### src/rtl/spi_master_tx_pkg.sv
// -----------------------------------------------------------------------------
// spi_master_tx_pkg
// Definitions shared by the SPI blocks: the frame FSM state type and the SPI
// mode constants. The future SPI slave receiver is meant to reuse this package.
// -----------------------------------------------------------------------------
package spi_master_tx_pkg;

  typedef enum logic [1:0] {
    IDLE  = 2'd0,
    SETUP = 2'd1,
    SHIFT = 2'd2,
    HOLD  = 2'd3
  } spi_state_t;

  // Mode 0: sclk idles low, data sampled on the rising edge.
  localparam logic CPOL = 1'b0;
  localparam logic CPHA = 1'b0;

endpackage

### src/rtl/spi_master_tx_if.sv
// -----------------------------------------------------------------------------
// spi_master_tx_if
// Groups the upstream valid/ready word handshake, the SPI pad signals and the
// received-word outputs of spi_master_tx.
//   master modport : the SPI master side (drives ready, SPI outputs, rx results)
//   slave  modport : the environment side (drives valid, data, miso)
// -----------------------------------------------------------------------------
interface spi_master_tx_if #(
  parameter int P_DATA_WIDTH = 8
);
  logic                    valid;
  logic [P_DATA_WIDTH-1:0] data;
  logic                    ready;
  logic                    sclk;
  logic                    cs_n;
  logic                    mosi;
  logic                    miso;
  logic [P_DATA_WIDTH-1:0] rx_data;
  logic                    rx_valid;
  logic                    busy;

  modport master (
    input  valid, data, miso,
    output ready, sclk, cs_n, mosi, rx_data, rx_valid, busy
  );

  modport slave (
    output valid, data, miso,
    input  ready, sclk, cs_n, mosi, rx_data, rx_valid, busy
  );
endinterface

### src/rtl/spi_master_tx_clk_gen.sv
// -----------------------------------------------------------------------------
// spi_master_tx_clk_gen
// Half-period divider for the SPI clock. Counts 0..P_CLK_DIV-1 while enabled
// and reloads every half period.
//   clk_100       in  system clock
//   s_rst         in  synchronous active-high reset
//   i_en          in  divider running (frame in progress)
//   i_clr         in  restart the divider (entry to SETUP)
//   i_toggle      in  the current half-period ends with an sclk edge
//   i_sclk        in  current sclk level, selects rise or fall strobe
//   o_tick        out last cycle of a half period
//   o_sclk_rise   out tick that turns sclk high
//   o_sclk_fall   out tick that turns sclk low
// -----------------------------------------------------------------------------
module spi_master_tx_clk_gen #(
  parameter int P_CLK_DIV = 4
) (
  input  logic clk_100,
  input  logic s_rst,
  input  logic i_en,
  input  logic i_clr,
  input  logic i_toggle,
  input  logic i_sclk,
  output logic o_tick,
  output logic o_sclk_rise,
  output logic o_sclk_fall
);

  localparam int              CW   = (P_CLK_DIV > 1) ? $clog2(P_CLK_DIV) : 1;
  localparam logic [CW-1:0]   LAST = CW'(P_CLK_DIV - 1);

  logic [CW-1:0] r_cnt;

  always_ff @(posedge clk_100) begin
    if (s_rst || i_clr || !i_en) begin
      r_cnt <= '0;
    end else if (r_cnt == LAST) begin
      r_cnt <= '0;
    end else begin
      r_cnt <= r_cnt + 1'b1;
    end
  end

  assign o_tick      = i_en && (r_cnt == LAST);
  assign o_sclk_rise = o_tick && i_toggle && !i_sclk;
  assign o_sclk_fall = o_tick && i_toggle &&  i_sclk;

endmodule

### src/rtl/spi_master_tx.sv
// -----------------------------------------------------------------------------
// spi_master_tx
// SPI mode-0 master. Accepts one word per frame over valid/ready, shifts it out
// MSB-first on mosi with a divided sclk inside a cs_n frame, and captures miso
// on every rising sclk edge into rx_data (strobed by rx_valid).
//   clk_100   in   system clock
//   s_rst     in   synchronous active-high reset, aborts a frame in progress
//   bus       if   spi_master_tx_if.master: valid/data/ready handshake,
//                  sclk/cs_n/mosi/miso pads, rx_data/rx_valid, busy
// Frame: SETUP (P_CLK_DIV cycles) -> SHIFT (2*P_DATA_WIDTH half periods)
//        -> HOLD (P_CLK_DIV cycles) -> IDLE.
// -----------------------------------------------------------------------------
module spi_master_tx
  import spi_master_tx_pkg::*;
#(
  parameter int P_DATA_WIDTH = 8,
  parameter int P_CLK_DIV    = 4
) (
  input  logic                  clk_100,
  input  logic                  s_rst,
  spi_master_tx_if.master       bus
);

  localparam int            BW       = $clog2(P_DATA_WIDTH) + 1;
  localparam logic [BW-1:0] LAST_BIT = BW'(P_DATA_WIDTH);

  spi_state_t              r_state;
  logic [P_DATA_WIDTH-1:0] r_tx_sr;
  logic [P_DATA_WIDTH-1:0] r_rx_sr;
  logic [P_DATA_WIDTH-1:0] r_rx_data;
  logic [BW-1:0]           r_bit;
  logic                    r_ready;
  logic                    r_sclk;
  logic                    r_cs_n;
  logic                    r_busy;
  logic                    r_mosi;
  logic                    r_rx_valid;

  logic w_accept;
  logic w_more;
  logic w_toggle;
  logic w_tick;
  logic w_rise;
  logic w_fall;

  assign w_accept = (r_state == IDLE) && r_ready && bus.valid;
  // r_bit counts rising edges already issued; once all are out, the final
  // low half period ends without an edge and hands over to HOLD.
  assign w_more   = (r_bit != LAST_BIT);
  assign w_toggle = (r_state == SETUP) || ((r_state == SHIFT) && (r_sclk || w_more));

  spi_master_tx_clk_gen #(
    .P_CLK_DIV (P_CLK_DIV)
  ) u_clk_gen (
    .clk_100     (clk_100),
    .s_rst       (s_rst),
    .i_en        (r_state != IDLE),
    .i_clr       (w_accept),
    .i_toggle    (w_toggle),
    .i_sclk      (r_sclk),
    .o_tick      (w_tick),
    .o_sclk_rise (w_rise),
    .o_sclk_fall (w_fall)
  );

  always_ff @(posedge clk_100) begin
    if (s_rst) begin
      r_state    <= IDLE;
      r_ready    <= 1'b0;
      r_sclk     <= CPOL;
      r_cs_n     <= 1'b1;
      r_busy     <= 1'b0;
      r_mosi     <= 1'b0;
      r_rx_valid <= 1'b0;
      r_rx_data  <= '0;
      r_bit      <= '0;
    end else begin
      r_rx_valid <= 1'b0;
      unique case (r_state)
        IDLE: begin
          r_ready <= 1'b1;
          r_cs_n  <= 1'b1;
          r_busy  <= 1'b0;
          r_sclk  <= CPOL;
          r_mosi  <= 1'b0;
          if (w_accept) begin
            r_state <= SETUP;
            r_ready <= 1'b0;
            r_cs_n  <= 1'b0;
            r_busy  <= 1'b1;
            r_mosi  <= bus.data[P_DATA_WIDTH-1];
            r_bit   <= '0;
          end
        end
        SETUP: begin
          if (w_rise) begin
            r_state <= SHIFT;
            r_sclk  <= 1'b1;
            r_bit   <= r_bit + 1'b1;
          end
        end
        SHIFT: begin
          if (w_rise) begin
            r_sclk <= 1'b1;
            r_bit  <= r_bit + 1'b1;
          end else if (w_fall) begin
            r_sclk <= 1'b0;
            // After the last fall mosi keeps presenting the LSB.
            if (w_more) begin
              r_mosi <= r_tx_sr[P_DATA_WIDTH-2];
            end
          end else if (w_tick) begin
            r_state    <= HOLD;
            r_rx_data  <= r_rx_sr;
            r_rx_valid <= 1'b1;
          end
        end
        HOLD: begin
          if (w_tick) begin
            r_state <= IDLE;
            r_ready <= 1'b1;
            r_cs_n  <= 1'b1;
            r_busy  <= 1'b0;
            r_mosi  <= 1'b0;
          end
        end
      endcase
    end
  end

  // Shift registers carry data only; every frame reloads or fully refills them.
  always_ff @(posedge clk_100) begin
    if (w_accept) begin
      r_tx_sr <= bus.data;
    end else if (w_fall && w_more) begin
      r_tx_sr <= r_tx_sr << 1;
    end
    if (w_rise) begin
      r_rx_sr <= {r_rx_sr[P_DATA_WIDTH-2:0], bus.miso};
    end
  end

  assign bus.ready    = r_ready;
  assign bus.sclk     = r_sclk;
  assign bus.cs_n     = r_cs_n;
  assign bus.busy     = r_busy;
  assign bus.mosi     = r_mosi;
  assign bus.rx_data  = r_rx_data;
  assign bus.rx_valid = r_rx_valid;

endmodule

### src/flat_wrapper.sv
// flat-port wrapper written by rule: the top's interface ports become plain ports
module spi_master_tx_flat import spi_master_tx_pkg::*;
#(
  parameter int P_DATA_WIDTH = 8,
  parameter int P_CLK_DIV    = 4
)
  (clk_100, s_rst, bus_valid, bus_data, bus_miso, bus_ready, bus_sclk, bus_cs_n, bus_mosi, bus_rx_data, bus_rx_valid, bus_busy);
  spi_master_tx_if #(.P_DATA_WIDTH(P_DATA_WIDTH)) bus_i ();
  input  logic clk_100;
  input  logic s_rst;
  input wire logic [$bits(bus_i.valid)-1:0] bus_valid;
  input wire logic [$bits(bus_i.data)-1:0] bus_data;
  input wire logic [$bits(bus_i.miso)-1:0] bus_miso;
  output wire logic [$bits(bus_i.ready)-1:0] bus_ready;
  output wire logic [$bits(bus_i.sclk)-1:0] bus_sclk;
  output wire logic [$bits(bus_i.cs_n)-1:0] bus_cs_n;
  output wire logic [$bits(bus_i.mosi)-1:0] bus_mosi;
  output wire logic [$bits(bus_i.rx_data)-1:0] bus_rx_data;
  output wire logic [$bits(bus_i.rx_valid)-1:0] bus_rx_valid;
  output wire logic [$bits(bus_i.busy)-1:0] bus_busy;
  assign bus_i.valid = bus_valid;
  assign bus_i.data = bus_data;
  assign bus_i.miso = bus_miso;
  assign bus_ready = bus_i.ready;
  assign bus_sclk = bus_i.sclk;
  assign bus_cs_n = bus_i.cs_n;
  assign bus_mosi = bus_i.mosi;
  assign bus_rx_data = bus_i.rx_data;
  assign bus_rx_valid = bus_i.rx_valid;
  assign bus_busy = bus_i.busy;
  spi_master_tx #(.P_DATA_WIDTH(P_DATA_WIDTH), .P_CLK_DIV(P_CLK_DIV)) u_core (.clk_100(clk_100), .s_rst(s_rst), .bus(bus_i));
endmodule
### config.mk
export PLATFORM = sky130hd
export DESIGN_NAME = spi_master_tx_flat
export DESIGN_NICKNAME = d
export VERILOG_FILES = /design/src/rtl/spi_master_tx_pkg.sv /design/src/rtl/spi_master_tx_if.sv /design/src/rtl/spi_master_tx_clk_gen.sv /design/src/rtl/spi_master_tx.sv /design/src/flat_wrapper.sv
export SDC_FILE = /design/constraint.sdc
export NUM_CORES = 1
export LEC_CHECK = 0
export CORE_ASPECT_RATIO = 2
export CORE_UTILIZATION = 55
export CTS_BUF_LIST = sky130_fd_sc_hd__clkbuf_2 sky130_fd_sc_hd__clkbuf_4 sky130_fd_sc_hd__clkbuf_8
export CTS_CLUSTER_DIAMETER = 60
export CTS_CLUSTER_SIZE = 25
export DETAILED_ROUTE_END_ITERATION = 6
export PLACE_DENSITY = 0.81
export SYNTH_ARGS = -nofsm -noshare
export SYNTH_HDL_FRONTEND = slang
export SYNTH_SLANG_ARGS = --single-unit
export TNS_END_PERCENT = 5
### constraint.sdc
create_clock -name clk_100 -period 2.4 [get_ports clk_100]
set_clock_uncertainty 0.15 [all_clocks]
set_input_delay 0.72 -clock clk_100 [delete_from_list [all_inputs] [get_ports clk_100]]
set_output_delay 0.72 -clock clk_100 [all_outputs]
set_load 0.03 [all_outputs]
==> results of run 1 <==
-- through the flow --
| stage | setup WS (ns) | utilization (%) | hold WS [ns] |
|---|---|---|---|
| floorplan | 0.223 | - | 0.249 |
| global placement | 0.139 | 68.0 | 0.258 |
| detailed placement | 0.0720 | 68.0 | 0.264 |
| CTS | 0.0570 | 71.0 | 0.274 |
| global route | 0.0244 | 71.0 | 0.297 |
| finish | 0.0749 | 71.0 | 0.278 |
-- cells by family (layout without fill, tap and decap cells) --
family                     Yosys count  after routing  synth area share [%]
adders and majority gates            9              9                  6.69
AOI/OAI and AO/OA                   24             24                  11.2
and+or+nand+nor                     61             61                  19.0
DFF                                 37             37                  52.9
muxes                               11             11                  6.61
buffers and inverters               13             48                  3.57
-- registers in the layout, indices dropped and copies added, names as in the netlist --
name	cells
u_core.r_tx_sr	7
u_core.bus.busy	1
u_core.r_bit	4
u_core.bus.mosi	1
u_core.bus.ready	1
u_core.r_state	2
u_core.bus.rx_data	8
u_core.r_rx_sr	8
u_core.u_clk_gen.r_cnt	2
u_core.bus.cs_n	1
u_core.bus.rx_valid	1
u_core.bus.sclk	1
-- layout by cell type (no fill, tap or decap), types with 3 or more instances in the layout --
master	netlist	layout
a21o_2	3	3
a21oi_1	3	3
buf_4	0	9
clkbuf_8	0	5
clkdlybuf4s50_1	0	25
dfxtp_1	22	22
edfxtp_1	15	15
ha_1	9	9
inv_1	6	6
mux2i_1	10	10
nand2_1	27	27
nand3_1	4	4
nor2_1	13	13
o21ai_0	5	4
-- worst min path at each step --
stage / start / endpoint / depth (start not counted)
final: u_core.u_clk_gen.r_cnt[0]$_SDFF_PP0_ / u_core.u_clk_gen.r_cnt[0]$_SDFF_PP0_ / 1
after detailed placement: u_core.u_clk_gen.r_cnt[0]$_SDFF_PP0_ / u_core.u_clk_gen.r_cnt[0]$_SDFF_PP0_ / 1
after CTS: u_core.u_clk_gen.r_cnt[0]$_SDFF_PP0_ / u_core.u_clk_gen.r_cnt[0]$_SDFF_PP0_ / 1
after global routing: u_core.u_clk_gen.r_cnt[0]$_SDFF_PP0_ / u_core.u_clk_gen.r_cnt[0]$_SDFF_PP0_ / 1
after global placement: u_core.u_clk_gen.r_cnt[0]$_SDFF_PP0_ / u_core.u_clk_gen.r_cnt[0]$_SDFF_PP0_ / 1
after floorplan: u_core.u_clk_gen.r_cnt[0]$_SDFF_PP0_ / u_core.u_clk_gen.r_cnt[0]$_SDFF_PP0_ / 1
-- layer usage --
metal	routed length, um	part of all wire [%]	vias up
li1	-	-	618
met1	1280	36	603
met2	2010	57	38
met3	145	4.1	10
met4	109	3.1	0
met5	0	0	-
-- where the power goes --
part           switching, mW  internal (mW)
Sequential            0.0502          0.747
Combinational          0.363          0.264
Clock                  0.215          0.200
Total                  0.628           1.21
-- area by class of cell --
type | instances | area, sq um
flip-flops and latches | 37 | 891
fillers | 228 | 855
multi-input cells | 105 | 733
well taps | 30 | 37.5
inverters | 6 | 22.5
repair buffers | 34 | 318
clock buffers | 5 | 68.8
clock inverters | 3 | 17.5
-- what timing repair did --
| item | 4_1_cts | 5_1_grt |
|---|---|---|
| endpoints found under the setup margin | 0 | 7 |
| endpoints found under the hold margin | 0 | 0 |
| resized for setup | 0 | 1 |
==> summary.md, run 1 <==
| Metric | Value |
|---|---|
| Async set or reset register ratio after synthesis | `0%` |
| Routability cong. | `about 0.8` |
| Slew headroom | `57.0%` |
| Most frequent cells after synthesis | `nand2_1 (27), dfxtp_1 (22), edfxtp_1 (15)` |
| Met3 GRT Util | `8.01%` |
| Die height | `80.3 um` |
| Period utilization | `a little over nine tenths` |
| Leading area contributor after synthesis | `edfxtp_1` |
| GR Util met1 | `~22%` |
| Setup repair bufs after CTS | `0` |
| Critical path buffers and inverters | `1` |
| Worst VDD drop | `0.824 mV` |
| Leakage | `0.880 nW` |
| CP delay by family, top | `buffers and inverters` |
| Clock sink total | `37` |
| Mapped Area | `around 1700 sq um` |
| GRT Max-Usage Layer | `met2` |
| TritonCTS Buffers | `5` |
| Core area | `just under 3000 sq um` |
| Number of port buffers | `25` |
| Critical path type | `register to output pin` |
| Starting DRT DRC Count | `28` |
| Status | `finished, final reports clean` |
| CP endpoint kind | `output pin` |
| Root Buffer | `clkbuf_8` |
| Fmax | `between 0.4 and 0.5 GHz` |
| First-pass GRT wire length | `5400 um` |
| Tightest Hold Check Type | `register to register` |
| Top cells by area, synth | `edfxtp_1 (27%), dfxtp_1 (26%), ha_1 (6.7%)` |
| Syn_area_per_cell | `10.9 sq um` |
| Reg2reg end | `u_core.r_bit[0]$_SDFFE_PP0P_` |
| Reg clk slew, reported paths | `0.07 ns` |
| Synth Flop Type | `dfxtp_1` |
| Total routed wirelength | `3540 um` |
| Least-Margin Pin Slew | `0.641 ns` |
| I/O pins | `26` |
| Vias/cell | `5.77` |
| Cell at the slowest stage of the critical path | `clkdlybuf4s50_1` |
| Crit path to | `bus_sclk` |
| Syn_nets | `176` |
| Fin Setup TNS | `0 ns` |
| Global Route Usage Sum | `about a quarter` |
| DRT antenna net count | `0` |
| Tot Pwr | `around 1.8 mW` |
| Post-synth top area share | `about a quarter` |
| Grt total ovfl | `0` |
| Number of synthesized flops with an enable pin | `15` |
| Pins over their slew limit | `0` |
| Critical path depth | `1` |
| Htree depth | `2` |
| Residual DRC | `0` |
| Final number of hold-violating endpoints | `0` |
| Vias in the first global route | `1,291` |
| Pre-antenna DRT Iters | `4` |
| Post-DP HPWL | `~2600 um` |
| Number of cell rows | `28` |
| Cell with the most instances after synthesis | `nand2_1` |
| R2R depth | `8` |
| Netlist cell types | `42` |
| TritonCTS clock tree | `built` |
| Max-cap violation count | `0` |
| Internal reg-to-reg setup slack | `0.26 ns` |
| Area grow syn2layout | `24.0%` |
| Cts hold-fix bufs | `0` |
| N_diodes | `0` |
| Share of layout cells above drive strength 1 | `15.3%` |
| Design Area, Final | `2090 sq um` |
| Worst Path Required | `1.53 ns` |
| Dpl cells | `212` |
| Initial antenna violation count | `0` |
| Flops & latches, synth | `37` |
| M2 GR Usage | `41.9%` |
| WL per Instance | `approximately 16 um` |
| Worst Path Arrival | `1.46 ns` |
| Setup violations, final | `0` |
| Yosys warnings | `0` |
| Layout Nets | `210` |
| Register area share after synthesis | `52.9%` |
| Crit-path max FO | `5` |
| RSZ-0062 raised after global routing | `no` |
| CP Cell Sequence | `clkdlybuf4s50_1` |
| Power density over the cells | `just under 900 nW/um^2` |
| Longest Clk Path Bufs | `2` |
| Die X | `41.1 um` |
| Finished Layout Cells | `220` |
| Area of the die | `3300 sq um` |
| Post-Syn Instances | `about 160` |
| CP Launch Type | `register` |
| DR vias | `1,269` |
| Largest net degree at the start of global routing | `17` |
| Critical path origin | `u_core.bus.sclk$_SDFFE_PP0P_` |
| Crit path largest cell delay | `slightly above 0.7 ns` |
| Post-layout minimum cycle time | `2.33 ns` |
| Worst-Skew Late Latency | `0.28 ns` |
| Post-DP Area | `2000 sq um` |
| FF-to-FF Start | `u_core.r_state[0]$_SDFFE_PP0P_` |
| Initial core utilization | `between 50% and 60%` |
Note: power is estimated with default switching activity, not from simulation.
==> run 2: changes to the inputs <==
Settings changed: CTS_CLUSTER_SIZE 25 to default, PLACE_DENSITY 0.81 to 0.9.
==> run 2 against run 1 <==
  * Cell count decreased by 1.8%
  * Sequential power about the same
  * First-iteration DRC count increased by 3.6%
  * Clock power increased by 2%
  * Largest power group unchanged
  * Critical endpoint unchanged
==> summary.md, run 2 (synthesis gave the netlist of run 1 again) <==
| Metric | Value |
|---|---|
| Vias/cell | `5.78` |
| Initial core utilization | `a little under three fifths` |
| Area of the die | `between 3000 and 4000 sq um` |
| Htree depth | `2` |
| Post-layout minimum cycle time | `2.33 ns` |
| Worst-Skew Late Latency | `between 0.2 and 0.3 ns` |
| Leakage | `0.858 nW` |
| CP delay by family, top | `buffers and inverters` |
| Place WS | `0.0652 ns` |
| Root Buffer | `clkbuf_8` |
| Least-Margin Pin Slew | `0.607 ns` |
| Int Power | `1.20 mW` |
| DR vias | `1,249` |
| Number of cell rows | `28` |
| CP Launch Type | `register` |
| Routability cong. | `0.807` |
| Final number of hold-violating endpoints | `0` |
| Fmax | `roughly 0.43 GHz` |
| Clock share of power | `a little under a quarter` |
| Share of layout cells above drive strength 1 | `14.0%` |
| N_diodes | `0` |
| Logic pwr share | `33.0%` |
| Grt total ovfl | `0` |
| Global Route Usage Sum | `23.8%` |
| Worst VDD drop | `0.790 mV` |
| Tightest Hold Check Type | `register to register` |
| Core area | `2940 sq um` |
| Most frequent cells in the layout | `nand2_1 (27), clkdlybuf4s50_1 (25), dfxtp_1 (22)` |
| Worst Path Arrival | `1.46 ns` |
| Part of the power in registers | `43.7%` |
| Status | `finished, final reports clean` |
| Residual DRC | `0` |
| TritonCTS clock tree | `built` |
| Commonest non-fill, non-tap cell in the layout | `nand2_1` |
| Sequential Area | `slightly below 900 sq um` |
| Die X | `41.1 um` |
| Layout Nets | `206` |
| Hold_ws | `0.276 ns` |
| Pre-antenna DRT Iters | `4` |
| TritonCTS Buffers | `5` |
| DRT antenna net count | `0` |
| CP endpoint kind | `output pin` |
| Critical path type | `register to output pin` |
| Vias in the first global route | `1,249` |
| Multi-input logic area | `roughly 730 sq um` |
| Area grow syn2layout | `22.2%` |
| Longest Clk Path Bufs | `2` |
| Clock sink total | `37` |
| Crit path largest cell delay | `0.72 ns` |
| Die height | `80.3 um` |
| Crit-path max FO | `5` |
| Number of port buffers | `25` |
| Setup WS post-layout | `0.0657 ns` |
| Reg clk slew, reported paths | `0.07 ns` |
| Setup violations, final | `0` |
| Pins over their slew limit | `0` |
| First-pass GRT wire length | `5330 um` |
| Slew headroom | `about three fifths` |
| Critical path buffers and inverters | `1` |
| Total routed wirelength | `3360 um` |
| Worst Path Required | `1.53 ns` |
| Post-DP HPWL | `2570 um` |
| Sw Ratio | `between 30% and 40%` |
| Max-cap violation count | `0` |
| Cell at the slowest stage of the critical path | `clkdlybuf4s50_1` |
| Initial antenna violation count | `0` |
| Period utilization | `roughly 97%` |
| I/O pins | `26` |
| Starting DRT DRC Count | `29` |
| CP Cell Sequence | `clkdlybuf4s50_1` |
| Sw Pwr | `about 620 uW` |
| RSZ-0062 raised after global routing | `no` |
| Power density over the cells | `885 nW/um^2` |
| Filler cells | `218` |
| WL per Instance | `15.6 um` |
| Fin Setup TNS | `0 ns` |
| Largest net degree at the start of global routing | `14` |
[run 2: metal layers]
metal / GRT usage [%] / vias up / part of all wire (%)
li1: - / 610 / -
met1: 23.0 / 585 / 37
met2: 39.8 / 41 / 55
met3: 7.73 / 13 / 4.9
met4: 14.2 / 0 / 3.4
met5: 0 / - / 0
[run 2: power groups by stage]
stage	sequential (mW)	clock (mW)	combinational (mW)
6_report	0.796	0.425	0.600
5_1_grt	0.808	0.462	0.659
4_1_cts	0.797	0.429	0.603
3_5_place_dp	0.811	0	0.600
3_3_place_gp	0.804	0	0.570
2_1_floorplan	0.864	0	0.363
[run 2: metrics by stage]
stage | util, % | instances | power [mW] | cell area (sq um)
2_1_floorplan | - | 155 | 1.23 | 1680
3_3_place_gp | 67.0 | 208 | 1.37 | 1970
5_1_grt | 69.9 | 216 | 1.93 | 2060
3_5_place_dp | 67.0 | 208 | 1.41 | 1970
6_report | 69.9 | 216 | 1.82 | 2060
4_1_cts | 69.9 | 216 | 1.83 | 2060
[run 2: final cells by class]
cell class / instances / share of cell area, %
flip-flops and latches: 37 / 43.3
multi-input cells: 105 / 35.6
repair buffers: 30 / 14.0
clock buffers: 5 / 3.34
well taps: 30 / 1.82
inverters: 6 / 1.09
clock inverters: 3 / 0.851
[run 2: repair_timing]
| action | 4_1_cts | 5_1_grt |
|---|---|---|
| setup endpoints to repair | 0 | 7 |
| resized for setup | 0 | 1 |
| buffers inserted | 0 | 0 |
| hold buffers | 0 | 0 |
[run 2: worst paths after layout]
path | to | cells after the start | slack (ns) | from
max reg2reg | u_core.r_rx_sr[1]$_DFFE_PP_ | 6 | 0.14 | u_core.r_state[0]$_SDFFE_PP0P_
max | bus_sclk | 1 | 0.07 | u_core.bus.sclk$_SDFFE_PP0P_
min reg2reg | u_core.u_clk_gen.r_cnt[0]$_SDFF_PP0_ | 1 | 0.28 | u_core.u_clk_gen.r_cnt[0]$_SDFF_PP0_
min | u_core.u_clk_gen.r_cnt[0]$_SDFF_PP0_ | 1 | 0.28 | u_core.u_clk_gen.r_cnt[0]$_SDFF_PP0_
[run 2: worst register-to-register path: cells and delay by family (launching register included)]
family	cells	cell delay (ns)
simple gates	2	0.65
buf+inv	3	0.54
flops	1	0.41
fa+ha+maj	1	0.22
==> run 3: changes to the inputs <==
Settings changed: HOLD_SLACK_MARGIN from default to 0.05.
==> results of run 3 <==
No change in the layout: final DEF, timing and power equal those of run 2.
